==> src/rtl/vga_timing_pkg.sv <==
// vga_timing_pkg: 640x480@60 timing constants, PMOD pin map, receiver state type
// and the CRC-16-CCITT byte step used by the optional frame CRC (FRAME_CRC_EN).
package vga_timing_pkg;

    localparam int H_VISIBLE    = 640;
    localparam int H_FRONT      = 16;
    localparam int H_SYNC       = 96;
    localparam int H_BACK       = 48;
    localparam int H_TOTAL      = H_VISIBLE + H_FRONT + H_SYNC + H_BACK;
    localparam int H_SYNC_START = H_VISIBLE + H_FRONT;

    localparam int V_VISIBLE    = 480;
    localparam int V_FRONT      = 10;
    localparam int V_SYNC       = 2;
    localparam int V_BACK       = 33;
    localparam int V_TOTAL      = V_VISIBLE + V_FRONT + V_SYNC + V_BACK;
    localparam int V_SYNC_START = V_VISIBLE + V_FRONT;

    localparam int PMOD_R1    = 0;
    localparam int PMOD_G1    = 1;
    localparam int PMOD_B1    = 2;
    localparam int PMOD_VSYNC = 3;
    localparam int PMOD_R0    = 4;
    localparam int PMOD_G0    = 5;
    localparam int PMOD_B0    = 6;
    localparam int PMOD_HSYNC = 7;

    typedef enum logic {
        SEARCH = 1'b0,
        LOCKED = 1'b1
    } lock_state_t;

    // MSB-first, unreflected, poly 0x1021
    function automatic logic [15:0] crc16_ccitt_byte(input logic [15:0] crc_in,
                                                     input logic [7:0]  data);
        logic [15:0] c;
        c = crc_in;
        for (int i = 7; i >= 0; i--) begin
            if (c[15] ^ data[i])
                c = {c[14:0], 1'b0} ^ 16'h1021;
            else
                c = {c[14:0], 1'b0};
        end
        return c;
    endfunction

endpackage

==> src/rtl/vga_input_sync.sv <==
// vga_input_sync: synchronizes the PMOD byte, detects falling sync edges and presents
// the colour bits of the same sample the edge pulses refer to.
module vga_input_sync
    import vga_timing_pkg::*;
#(
    parameter int SYNC_STAGES = 2
) (
    input  logic       clk,
    input  logic       reset,
    input  logic [7:0] vga_in,
    output logic       hsync_fall,
    output logic       vsync_fall,
    output logic [1:0] r,
    output logic [1:0] g,
    output logic [1:0] b
);

    logic [7:0] sync_q [SYNC_STAGES];
    logic [7:0] sample;
    logic       hsync_prev;
    logic       vsync_prev;

    // Syncs reset low so an idle-high input never produces a spurious fall.
    always_ff @(posedge clk or posedge reset) begin
        if (reset) begin
            for (int i = 0; i < SYNC_STAGES; i++) sync_q[i] <= '0;
            hsync_prev <= 1'b0;
            vsync_prev <= 1'b0;
        end else begin
            sync_q[0] <= vga_in;
            for (int i = 1; i < SYNC_STAGES; i++) sync_q[i] <= sync_q[i-1];
            hsync_prev <= sample[PMOD_HSYNC];
            vsync_prev <= sample[PMOD_VSYNC];
        end
    end

    assign sample     = sync_q[SYNC_STAGES-1];
    assign hsync_fall = hsync_prev & ~sample[PMOD_HSYNC];
    assign vsync_fall = vsync_prev & ~sample[PMOD_VSYNC];
    assign r          = {sample[PMOD_R1], sample[PMOD_R0]};
    assign g          = {sample[PMOD_G1], sample[PMOD_G0]};
    assign b          = {sample[PMOD_B1], sample[PMOD_B0]};

endmodule

==> src/rtl/vga_pmod_receiver.sv <==
// vga_pmod_receiver: recovers 640x480@60 position, colour and lock from a Tiny VGA PMOD byte.
// Define FRAME_CRC_EN to add a per-frame CRC-16-CCITT of the visible pixels (crc, crc_valid).
//
// state  | meaning
// SEARCH | counting consecutive good lines, waiting for a vsync fall to lock
// LOCKED | timing trusted; counting missed/misaligned hsyncs
module vga_pmod_receiver
    import vga_timing_pkg::*;
#(
    parameter int SYNC_STAGES = 2,
    parameter int LOCK_LINES  = 4,
    parameter int MISS_LIMIT  = 2
) (
    input  logic        clk,
    input  logic        reset,
    input  logic [7:0]  vga_in,
    output logic [9:0]  hpos,
    output logic [9:0]  vpos,
    output logic        display_on,
    output logic [1:0]  r,
    output logic [1:0]  g,
    output logic [1:0]  b,
    output logic        locked,
    output logic        frame_start
`ifdef FRAME_CRC_EN
    ,
    output logic [15:0] crc,
    output logic        crc_valid
`endif
);

    localparam int GW = $clog2(LOCK_LINES + 1);
    localparam int MW = $clog2(MISS_LIMIT + 1);
    localparam logic [GW-1:0] LOCK_MAX = GW'(LOCK_LINES);
    localparam logic [MW-1:0] MISS_MAX = MW'(MISS_LIMIT);

    localparam logic [9:0] H_LAST     = 10'(H_TOTAL - 1);
    localparam logic [9:0] H_PRE_SYNC = 10'(H_SYNC_START - 1);
    localparam logic [9:0] H_LOAD     = 10'(H_SYNC_START);
    localparam logic [9:0] H_VIS      = 10'(H_VISIBLE);
    localparam logic [9:0] V_LAST     = 10'(V_TOTAL - 1);
    localparam logic [9:0] V_LOAD     = 10'(V_SYNC_START);
    localparam logic [9:0] V_VIS      = 10'(V_VISIBLE);

    logic        hsync_fall, vsync_fall;
    logic [1:0]  r_in, g_in, b_in;
    logic [9:0]  hpos_q, hpos_d, vpos_q, vpos_d;
    logic [5:0]  rgb_q;
    lock_state_t state_q, state_d;
    logic [GW-1:0] good_q, good_d;
    logic [MW-1:0] miss_q, miss_d;
    logic        line_wrap, good_line, bad_line, missed;

    vga_input_sync #(
        .SYNC_STAGES (SYNC_STAGES)
    ) u_input_sync (
        .clk        (clk),
        .reset      (reset),
        .vga_in     (vga_in),
        .hsync_fall (hsync_fall),
        .vsync_fall (vsync_fall),
        .r          (r_in),
        .g          (g_in),
        .b          (b_in)
    );

    always_ff @(posedge clk or posedge reset) begin
        if (reset) begin
            hpos_q  <= '0;
            vpos_q  <= '0;
            rgb_q   <= '0;
            state_q <= SEARCH;
            good_q  <= '0;
            miss_q  <= '0;
        end else begin
            hpos_q  <= hpos_d;
            vpos_q  <= vpos_d;
            rgb_q   <= {r_in, g_in, b_in};
            state_q <= state_d;
            good_q  <= good_d;
            miss_q  <= miss_d;
        end
    end

    always_comb begin
        hpos_d    = (hpos_q == H_LAST) ? '0 : hpos_q + 10'd1;
        line_wrap = 1'b0;
        if (hsync_fall)
            hpos_d = H_LOAD;
        else
            line_wrap = (hpos_q == H_LAST);

        vpos_d = vpos_q;
        if (vsync_fall)
            vpos_d = V_LOAD;
        else if (line_wrap)
            vpos_d = (vpos_q == V_LAST) ? '0 : vpos_q + 10'd1;

        good_line = hsync_fall && (hpos_q == H_PRE_SYNC);
        bad_line  = hsync_fall && !good_line;
        // The counter reaching 656 on its own means the expected hsync never came.
        missed    = bad_line || (!hsync_fall && (hpos_q == H_PRE_SYNC));

        state_d = state_q;
        good_d  = good_q;
        miss_d  = miss_q;
        case (state_q)
            SEARCH: begin
                if (good_line && (good_q < LOCK_MAX))
                    good_d = good_q + GW'(1);
                else if (bad_line)
                    good_d = '0;
                if (vsync_fall && (good_q >= LOCK_MAX)) begin
                    state_d = LOCKED;
                    miss_d  = '0;
                end
            end
            LOCKED: begin
                if (missed) begin
                    if (miss_q + MW'(1) >= MISS_MAX) begin
                        state_d = SEARCH;
                        good_d  = '0;
                        miss_d  = '0;
                    end else begin
                        miss_d = miss_q + MW'(1);
                    end
                end else if (good_line) begin
                    miss_d = '0;
                end
            end
            default: state_d = SEARCH;
        endcase
    end

    assign hpos        = hpos_q;
    assign vpos        = vpos_q;
    assign locked      = (state_q == LOCKED);
    assign display_on  = locked && (hpos_q < H_VIS) && (vpos_q < V_VIS);
    assign r           = display_on ? rgb_q[5:4] : 2'b00;
    assign g           = display_on ? rgb_q[3:2] : 2'b00;
    assign b           = display_on ? rgb_q[1:0] : 2'b00;
    assign frame_start = locked && (hpos_q == '0) && (vpos_q == '0);

`ifdef FRAME_CRC_EN
    logic [15:0] crc_acc_q, crc_acc_d;
    logic        last_pixel;

    always_comb begin
        crc_acc_d = crc_acc_q;
        if (display_on)
            crc_acc_d = crc16_ccitt_byte(frame_start ? 16'hFFFF : crc_acc_q, {2'b00, r, g, b});
    end

    assign last_pixel = display_on && (hpos_q == H_VIS - 10'd1) && (vpos_q == V_VIS - 10'd1);

    // Latch on the last visible pixel so crc is valid alongside the crc_valid pulse at hpos=640.
    always_ff @(posedge clk or posedge reset) begin
        if (reset) begin
            crc_acc_q <= 16'hFFFF;
            crc       <= '0;
            crc_valid <= 1'b0;
        end else begin
            crc_acc_q <= crc_acc_d;
            crc_valid <= last_pixel;
            if (last_pixel)
                crc <= crc_acc_d;
        end
    end
`endif

endmodule

==> config.mk <==
export PLATFORM = sky130hd
export DESIGN_NAME = vga_pmod_receiver
export DESIGN_NICKNAME = d
export VERILOG_FILES = /design/src/rtl/vga_timing_pkg.sv /design/src/rtl/vga_input_sync.sv /design/src/rtl/vga_pmod_receiver.sv
export SDC_FILE = /design/constraint.sdc
export NUM_CORES = 1
export LEC_CHECK = 0
export CORE_MARGIN = 5
export CORE_UTILIZATION = 40
export CTS_CLUSTER_SIZE = 8
export DETAILED_ROUTE_END_ITERATION = 7
export GPL_TIMING_DRIVEN = 0
export PLACE_DENSITY = 0.68
export SKIP_CTS_REPAIR_TIMING = 1
export SLEW_MARGIN = 10
export SYNTH_ARGS = -nofsm -noshare
export SYNTH_HDL_FRONTEND = slang
export SYNTH_SLANG_ARGS = --single-unit
==> constraint.sdc <==
create_clock -name clk -period 2.1 [get_ports clk]
set_input_delay 0.315 -clock clk [delete_from_list [all_inputs] [get_ports clk]]
set_output_delay 0.315 -clock clk [all_outputs]
set_load 0.005 [all_outputs]
==> metrics.txt <==
# clock sinks=50; RePlAce Congestion=0.862; CP startpoint kind=register; Critical Path Fanout Max=5; DP Cell Count=308; Boundary Pins=39; status=finished clean; Die H=84.1 um; placed cell areas=0.00269 mm2; clk root buf=clkbuf_8; Power Dens Cells=624 mW/mm2; layout cells sized above 1=0.205; fin crit share=0.942; crit path DAT=1.66 ns; Syn Area/Cell=11.2 um2; number of diodes=0; die area=0.00708 mm2; Crit. Startpoint=hpos[0]$_DFF_PP0_; Skew-Pair Late Insertion Delay=0.30 ns; Syn Inst Count=197; top cell type's share of synthesized area=0.569; vias in the first global route=1594; largest net degree at the start of global routing=37; fin nets=275; final core utilization=0.548; std cell rows=27; drt wl/cell=13.7 um; synth warn=0; CTS buffer count=5; hpwl dp=3180 um; max-cap check violation count=0; initial DRC count=103; Starting Density=0.404; chip width=84.1 um; total track usage=0.126; # port buffers=38; Slew Limit Fails=0; P_leak=1.42 nW; grt ovf=0; measured slew at the worst slew-check pin=0.461 ns; final WL=4530 um; synth cell count leaders=50 x dfrtp_1, 15 x nor2_1, 13 x nand2_1, 11 x inv_1; maximum VDD drop=0.532 mV; TritonCTS clock tree=built; Fin Clk Skew=0.00605 ns; H-tree depth=2; Post-synth EDFFs=0; Relative slew margins=0.692; core region area=0.00544 mm2; RSZ-0062 raised after global routing=no; register area share after synthesis=0.569; Tot Pwr=1.86 mW; Worst R2R Start=hpos[0]$_DFF_PP0_; drt drc=0; Async S/R FF share, synth=1.00; Netlist cell types=43; post-route ant nets=0; dominant cells by area after synthesis=dfrtp_1 57%, ha_1 4.0%, nor2_1 2.6%; initial antenna violation count=0; Area Overhead vs Synth=35.5%; vias per cell=5.10; Max Clk Rate=506 MHz; most frequent cell after synthesis=dfrtp_1; final hold vios=0; CTS Buffer Depth=2; via count=1687; Synth Flop Type=dfrtp_1; CP Capture Type=primary output; first-pass GRT wire length=7360 um; HP Class=in2async; Layout Cells excl Fill=331; setup TNS=0 ns; drt pass-1 iters=4; CP required=1.78 ns; mapped cell area=0.00220 mm2; final setup violation count=0; Clock transition at path regs=0.09 ns; post-route cell area=0.00298 mm2; Crit Path Category=reg2out; Final min period=1.98 ns; synthesis-stage register bit count=50; Yosys top cell by area=dfrtp_1; Mapped Nets=214
==> worst paths after layout <==
check	slack (ns)	cells past startpoint	to
worst max-delay path	0.12	6	frame_start
worst min-delay path	0.28	2	u_input_sync.sync_q[12]$_DFF_PP0_
worst max register to register	0.13	8	good_q[0]$_DFFE_PP0P_
worst min register to register	0.35	0	rgb_q[0]$_DFF_PP0_
max in group asynchronous	1.32	3	vpos[6]$_DFFE_PP0P_
min in group clk	0.35	0	rgb_q[0]$_DFF_PP0_
==> cell families (layout without fill, tap and decap cells) <==
family,count (synthesis),after routing,synth area share
compound gates,31,31,0.104
xor+xnor,7,7,0.0279
fa+ha+maj,7,7,0.0398
buf+inv,17,79,0.0330
flops,50,50,0.569
mux,1,1,0.00512
simple gates,84,84,0.221
==> through the flow <==
step	hold WS, ns	setup WS, ns
floorplan	0.331	0.222
CTS	0.277	-0.410
finish	0.277	0.123
global placement	0.334	-0.368
global route	0.283	0.00870
detailed placement	0.335	-0.0706
==> worst max-delay path, stage by stage (launching register included) <==
cell and delay (ns):
dfrtp_2 0.43, inv_1 0.07, ha_1 0.15, nor4b_2 0.19, and3_1 0.19, and4_1 0.20, dlymetal6s2s_1 0.14
==> state kept, by name, indices dropped and copies added (netlist names) <==
signal,flops
locked,1
vpos,10
rgb_q,6
miss_q,2
u_input_sync.vsync_prev,1
u_input_sync.sample,8
u_input_sync.hsync_prev,1
u_input_sync.sync_q,8
hpos,10
good_q,3
==> cell usage in the layout (no fill, tap or decap), types with 2 or more instances in the layout <==
cell type,n
o21ai_0,7
and2_1,7
nand3b_1,2
nor2_1,14
clkdlybuf4s50_1,30
nor2b_1,3
a22o_1,3
ha_1,6
dfrtp_1,42
dlymetal6s2s_1,8
nand2_1,13
buf_4,16
a221o_1,5
clkbuf_1,3
clkbuf_8,6
a21oi_1,5
nor3b_1,4
o21ai_2,4
nor3_1,4
xor2_1,6
nand3_1,8
nand4_1,3
and3_1,8
and4_4,2
dfrtp_2,8
and4_1,3
inv_1,10
==> routing by layer <==
metal | part of all wire | global-route usage
met5 | 0 | 0
met4 | 0.0088 | 0.0278
met3 | 0.055 | 0.0353
met2 | 0.50 | 0.219
met1 | 0.43 | 0.155
==> power breakdown <==
| part | internal [mW] | switching, mW |
|---|---|---|
| Sequential | 1.01 | 0.0486 |
| Clock | 0.272 | 0.321 |
| Combinational | 0.117 | 0.0842 |
==> cell type report <==
class	count	area [um2]
fill	494	2460
buffer	5	27.5
multi-input combinational	130	918
tap	72	90.1
sequential	50	1260
clock inverter	2	16.3
inverter	11	41.3
timing repair buffer	55	541
clock buffer	6	82.6
Note: power is estimated with default switching activity, not from simulation.
